### src/rtl/mem_access_master.sv
// Initiator for the unified Memory port: one load/store at a time, LATENCY wait states per access,
// registered read data, response handshake and completed-access counters.
module mem_access_master #(
    parameter int unsigned LATENCY = 1  // wait-state cycles per access, 1..15
) (
    input  logic        clk,
    input  logic        reset,
    input  logic        req_valid,
    output logic        req_ready,
    input  logic        req_write,
    input  logic [31:0] req_addr,
    input  logic [31:0] req_wdata,
    output logic        resp_valid,
    input  logic        resp_ready,
    output logic [31:0] resp_rdata,
    output logic        resp_err,
    output logic [31:0] addr,
    output logic [31:0] din,
    output logic        mem_read,
    output logic        mem_write,
    input  logic [31:0] dout,
    output logic [31:0] rd_count,
    output logic [31:0] wr_count
);

    typedef enum logic [1:0] {
        S_IDLE,
        S_WAIT,
        S_RESP
    } state_t;

    typedef struct packed {
        logic        write;
        logic [31:0] addr;
        logic [31:0] wdata;
    } req_t;

    localparam logic [3:0] WAIT_INIT = 4'(LATENCY - 1);

    state_t      state;
    state_t      state_nxt;
    req_t        req_q;
    logic [3:0]  wait_cnt;
    logic        misaligned;
    logic        last_wait;

    assign misaligned = (req_addr[1:0] != 2'b00);
    assign last_wait  = (state == S_WAIT) && (wait_cnt == 4'd0);

    always_ff @(posedge clk or posedge reset) begin
        if (reset) state <= S_IDLE;
        else       state <= state_nxt;
    end

    always_comb begin
        state_nxt = state;
        case (state)
            S_IDLE:  if (req_valid) state_nxt = misaligned ? S_RESP : S_WAIT;
            S_WAIT:  if (wait_cnt == 4'd0) state_nxt = S_RESP;
            S_RESP:  if (resp_ready) state_nxt = S_IDLE;
            default: state_nxt = S_IDLE;
        endcase
    end

    // Strobes are decoded from state so an async reset drops them immediately;
    // a store writes only on the final wait edge, giving exactly one write.
    assign req_ready  = (state == S_IDLE);
    assign resp_valid = (state == S_RESP);
    assign mem_read   = (state == S_WAIT) && !req_q.write;
    assign mem_write  = last_wait && req_q.write;
    assign addr       = req_q.addr;
    assign din        = req_q.wdata;

    always_ff @(posedge clk or posedge reset) begin
        if (reset) begin
            req_q      <= '0;
            wait_cnt   <= 4'd0;
            resp_rdata <= 32'd0;
            resp_err   <= 1'b0;
            rd_count   <= 32'd0;
            wr_count   <= 32'd0;
        end else begin
            case (state)
                S_IDLE: begin
                    if (req_valid) begin
                        req_q.write <= req_write;
                        req_q.addr  <= req_addr;
                        req_q.wdata <= req_wdata;
                        resp_rdata  <= 32'd0;
                        resp_err    <= misaligned;
                        wait_cnt    <= WAIT_INIT;
                    end
                end
                S_WAIT: begin
                    if (wait_cnt == 4'd0) begin
                        if (req_q.write) begin
                            wr_count <= wr_count + 32'd1;
                        end else begin
                            rd_count   <= rd_count + 32'd1;
                            resp_rdata <= dout;
                        end
                    end else begin
                        wait_cnt <= wait_cnt - 4'd1;
                    end
                end
                default: ;
            endcase
        end
    end

endmodule

### config.mk
export PLATFORM = sky130hd
export DESIGN_NAME = mem_access_master
export DESIGN_NICKNAME = d
export VERILOG_FILES = /design/src/rtl/mem_access_master.sv
export SDC_FILE = /design/constraint.sdc
export NUM_CORES = 1
export LEC_CHECK = 0
export ABC_AREA = 1
export CAP_MARGIN = 0
export CORE_MARGIN = 10
export CORE_UTILIZATION = 50
export DETAILED_ROUTE_END_ITERATION = 8
export PLACE_DENSITY = 0.94
export SETUP_SLACK_MARGIN = 0.15
export SLEW_MARGIN = 10
export SYNTH_ARGS = -nofsm -noshare
export SYNTH_HDL_FRONTEND = slang
export SYNTH_SLANG_ARGS = --single-unit
### constraint.sdc
create_clock -name clk -period 16.3 [get_ports clk]
set_clock_uncertainty 0.2 [all_clocks]
set_input_delay 3.26 -clock clk [delete_from_list [all_inputs] [get_ports clk]]
set_output_delay 3.26 -clock clk [all_outputs]
set_load 0.05 [all_outputs]
## Yosys cells after proc, flatten, opt, wreduce, memory -nomap -nowiden

Index checks and enable logic that the tools add are counted.

- Flip-flop bits (word level): 168
- Bits of input ports: 101

- Equal/unequal tests: 7
- Bitwise gates (word level): 1
- Add/sub/neg operators: 3
- Multiplexer cells: 12
- Reduce and logical (&&, ||, !) cells: 14

Operator list:

| operator | number |
|---|---|
| 32-bit 2-to-1 mux | 3 |
| 32-bit by 1-bit adder with 32-bit output, second input constant | 2 |
| 32-bit case mux with 2 select lines | 1 |
| 3-bit AND reduction | 4 |
| 2-bit 2-to-1 mux | 4 |
| 4-bit 2-to-1 mux | 2 |
| 4-bit case mux with 2 select lines | 1 |
| 2-bit inequality test, second input constant | 3 |
| 2-bit case mux with 3 select lines | 1 |
| 4-bit zero test | 1 |
| 2-bit by 1-bit inequality test with 1-bit output, second input constant | 2 |
| 4-bit AND reduction | 1 |
| 2-bit nonzero test | 2 |
| 4-bit by 1-bit subtractor with 4-bit output, second input constant | 1 |
| 1-bit logical AND | 3 |
| 2-bit by 1-bit == test with 1-bit output, second input constant | 1 |
| 2-bit == test, second input constant | 1 |
| 2-bit zero test | 1 |
| 2-bit AND reduction | 1 |
| 1-bit zero test | 1 |
| 1-bit inverter | 1 |

## Longest topological paths before layout

- Depth in word-level cells: 4
- Depth in mapped cells: 10
- Depth with buffers taken out: 10

## Worst setup path before layout

OpenSTA, ideal clock, no wires.

- Kind: reg2out
- Start point: reg wait_cnt[0]
- End point: out mem_write
- Cell stages (with the launch flop): 6
- Path slack: 11.557 ns
- Buffers on the path: 1
- Arrival: 1.283 ns
- Cells stage by stage: dfrtp_1 inv_1 ha_1 nand3_2 nor2_4 buf_2

- Cells in the longest elaborated chain, start to end: 3

RTL lines:

| what | RTL line | RTL |
|---|---|---|
| start: declaration | 43 | `logic [3:0] wait_cnt;` |
| start signal: assignment | 103 | `wait_cnt <= wait_cnt - 4'd1;` |
| 4-bit zero test | 48 | `assign last_wait = (state == S_WAIT) && (wait_cnt == 4'd0);` |
| 1-bit logical AND | 48 |  |
| 1-bit logical AND | 70 | `assign mem_write = last_wait && req_q.write;` |
| end: declaration | 20 | `output logic mem_write,` |

No other way between the ends.

## Worst setup path after layout

Same ends and word-level chain as after synthesis.

==> reports/summary.json <==
{
  "run_status": "finished, final reports clean",
  "via_per_inst": 4.98,
  "beginning_of_the_worst_register_to_register_path": "wait_cnt[0]$_DFFE_PP0P_",
  "hold_viol": 0,
  "compound_cell_area_share_of_the_yosys_netlist_pct": 2.77,
  "drt_pass1_iterations": 7,
  "post-cts-setup-buffer-count": 0,
  "worstHoldStart": "din[5]$_DFFE_PP0P_",
  "clock_sink_count": 168,
  "synth_adder_area_share_pct": 0.617,
  "cp_slowest_stage_delay_ns": 0.90,
  "synth.yosys.warnings": 0,
  "row_count": 46,
  "mappedNetlistNets": 1106,
  "yosysSeqAreaShare_pct": 51.8,
  "final-max-slew-violation-count": 0,
  "placed_wire_length_estimate_mm": 17.8,
  "maximum_clock_frequency_ghz": 0.167,
  "worst-slew-pin-transition_ns": 1.08,
  "combinational_family_with_the_most_area_after_synthesis": "simple AND/OR/NAND/NOR gates",
  "fp.dieArea_sq_um": 21700,
  "sequential_cell_area_sq_um": 4200,
  "synth_top_area_share_pct": 51.8,
  "maxSlewHeadroom_pct": 28.0,
  "core_area_sq_um": 15900,
  "critical_path_class": "flop to output port",
  "period_share_pct": 36.8,
  "ctsHtreeMaxLevel": 4,
  "grt_setup_unrepaired": "no",
  "final_cell_area_sq_um": 11100,
  "drt.antenna.violating_nets": 0,
  "synth_area_sq_um": 8120,
  "leakage_uw": 0.00518,
  "worstRegToRegCells": 7,
  "dominant_cells_by_area_after_synthesis": "sky130_fd_sc_hd__dfrtp_1, sky130_fd_sc_hd__nand2_1, sky130_fd_sc_hd__buf_4, sky130_fd_sc_hd__inv_1, sky130_fd_sc_hd__nor2_1",
  "multiInputGateArea_sq_um": 2950,
  "grtUsageTotal_pct": 21.5,
  "path_cells": "inv_1 > ha_1 > nand3_2 > nor2_4 > clkdlybuf4s50_1",
  "buffer_ports.inserted": 265,
  "via_count": 7129,
  "cts_tree": "yes",
  "fin_crit_ns": 5.99,
  "placement.setup.worst_slack_ns": 10.64,
  "min_path_type": "flop to flop",
  "crit_path_top_delay_cell": "sky130_fd_sc_hd__clkdlybuf4s50_1",
  "vdd.ir_drop.worst_mv": 0.155,
  "max_cap_violations": 0,
  "grt-ovfl-total": 0,
  "tritoncts.num_buffers": 17,
  "postSynthCellCount": 1001,
  "whs_endpoint": "din[5]$_DFFE_PP0P_",
  "hold_ws_ns": 0.275,
  "clk-insertion-delay-late_ns": 0.42,
  "r2r-end": "resp_rdata[10]$_DFFE_PP0P_",
  "drt_iter0_drc": 498,
  "grt_start_max_net_pins": 99,
  "synth_flop_cell": "sky130_fd_sc_hd__dfrtp_1",
  "yosys.cell_types.count": 30,
  "num_io_pins": 266,
  "power_density_over_cell_area_nw_per_um2": 156,
  "synthDominantAreaCellType": "sky130_fd_sc_hd__dfrtp_1",
  "synth_seq_cells": 168,
  "yosys.cell_count.top_type": "sky130_fd_sc_hd__nand2_1",
  "synth-edff-count": 0,
  "post_synth_and_or_nand_nor_area_fraction_pct": 29.8,
  "dieHeight_microns": 147,
  "worst_ep_arrival_time_ns": 2.53,
  "finalWorstSetupSlack_ns": 10.31,
  "routed_wire_length_per_instance_microns": 16.6,
  "grt_antenna_before_repair": 0,
  "hold_depth": 2,
  "n_fill_cell": 1179,
  "cts_buffer_depth": 2,
  "first_global_vias": 7104,
  "critical_path_peak_fanout": 15,
  "synth_top_cells_by_count": "sky130_fd_sc_hd__nand2_1, sky130_fd_sc_hd__dfrtp_1, sky130_fd_sc_hd__inv_1",
  "postCtsHoldBufs": 0,
  "num-nets-final": 1307,
  "setup_tns_ns": 0,
  "report.final.setup_viol": 0,
  "worstSetupStartpointType": "flop",
  "n_antenna_cell": 0,
  "clock_tree.root_cell": "sky130_fd_sc_hd__clkbuf_16",
  "post_layout_nonfiller_instances": 1431,
  "syn_avg_cell_area_sq_um": 8.11,
  "dp_cells": 1399,
  "placedInstanceArea_sq_um": 10500,
  "drcViolationCount": 0,
  "required_time_of_the_critical_path_ns": 12.84,
  "die_width_microns": 147,
  "clk_pin_slew_ns": 0.06,
  "regToRegSetupSlack_ns": 13.68,
  "globalplace.congestion": 0.884,
  "async_reset_ff_share_pct": 100,
  "synth.mux.area_fraction_pct": 0,
  "synthToLayoutAreaGrowth_pct": 36.2,
  "wirelength_mm": 23.7,
  "critical_path.endpoint_type": "output port",
  "grt_first_pass_wirelength_mm": 37.8,
  "synth_xor_area_share_pct": 3.13,
  "initial_core_util_pct": 51.1,
  "post_cts_resized": 0,
  "post_route_cells_drive_above_1_share_pct": 4.94
}
==> worst max-delay path: cells and delay by family (launching register included) <==
family | cells | cell delay [ns]
AND/OR/NAND/NOR | 2 | 0.54
adder cells (fa/ha/maj) | 1 | 0.20
buffers and inverters | 2 | 1.02
flip-flops | 1 | 0.35
==> state kept, by name (all words and copies together) (netlist names) <==
register,flops
resp_err,1
state,2
wait_cnt,4
wr_count,32
din,32
req_q,1
rd_count,32
resp_rdata,32
addr,32
==> layer usage <==
layer | global-route usage (%) | part of all wire [%]
met1 | 24.0 | 38
met2 | 38.2 | 51
met3 | 6.81 | 8.0
met4 | 6.44 | 2.5
met5 | 0 | 0
==> power breakdown <==
| part | switching (uW) | leakage (uW) | internal, uW |
|---|---|---|---|
| Combinational | 525 | 0.00266 | 230 |
| Sequential | 59.6 | 0.00223 | 512 |
| Clock | 164 | 0.000283 | 234 |
| Total | 749 | 0.00518 | 977 |
==> per-stage QoR <==
step	total power, uW	util, %
detailed placement	1340	65.9
global route	1800	69.6
global placement	1320	65.9
floorplan	1170	-
CTS	1740	69.6
finish	1730	69.6
==> area by class of cell <==
class                      count  area share, %
sequential                   168           38.0
multi-input combinational    648           26.7
timing repair buffer         268           24.2
clock buffer                  21           4.17
inverter                      99           3.41
tap                          216           2.44
clock inverter                11           1.10
==> cell families (layout without fill, tap and decap cells) <==
family                   count (synthesis)  in the layout
AO/OA/AOI/OAI                           44             44
XOR/XNOR                                29             29
adder cells (fa/ha/maj)                  4              4
buffers and inverters                  185            399
flip-flops                             168            168
AND/OR/NAND/NOR                        571            571
==> cell usage in the layout, fill, tap and decap left out, drive strengths merged <==
cell           synthesis  routed
buf                   79       3
o32ai                  1       1
ha                     4       4
bufinv                 0       2
xnor2                 16      16
nand2                418     418
nand4                 10      10
nor2                  79      79
nand3                 37      37
and2                   1       1
nor3                  11      11
inv                   98      99
clkinvlp               0       2
dfrtp                168     168
a21oi                  1       1
o21ai                 41      41
clkdlybuf4s50          0     265
nand3b                15      15
xor2                  13      13
clkinv                 1       7
clkbuf                 7      21
a31oi                  1       1
==> worst max-delay path by stage <==
stage | start | end | cells after the start
6_report | wait_cnt[0]$_DFFE_PP0P_ | mem_write | 5
5_1_grt | wait_cnt[0]$_DFFE_PP0P_ | mem_write | 5
4_1_cts | wait_cnt[0]$_DFFE_PP0P_ | mem_write | 5
3_5_place_dp | req_valid | addr[31]$_DFFE_PP0P_ | 6
3_3_place_gp | req_valid | resp_err$_DFFE_PP0P_ | 6
2_1_floorplan | reset | addr[0]$_DFFE_PP0P_ | 1
Note: power is estimated with default switching activity, not from simulation.
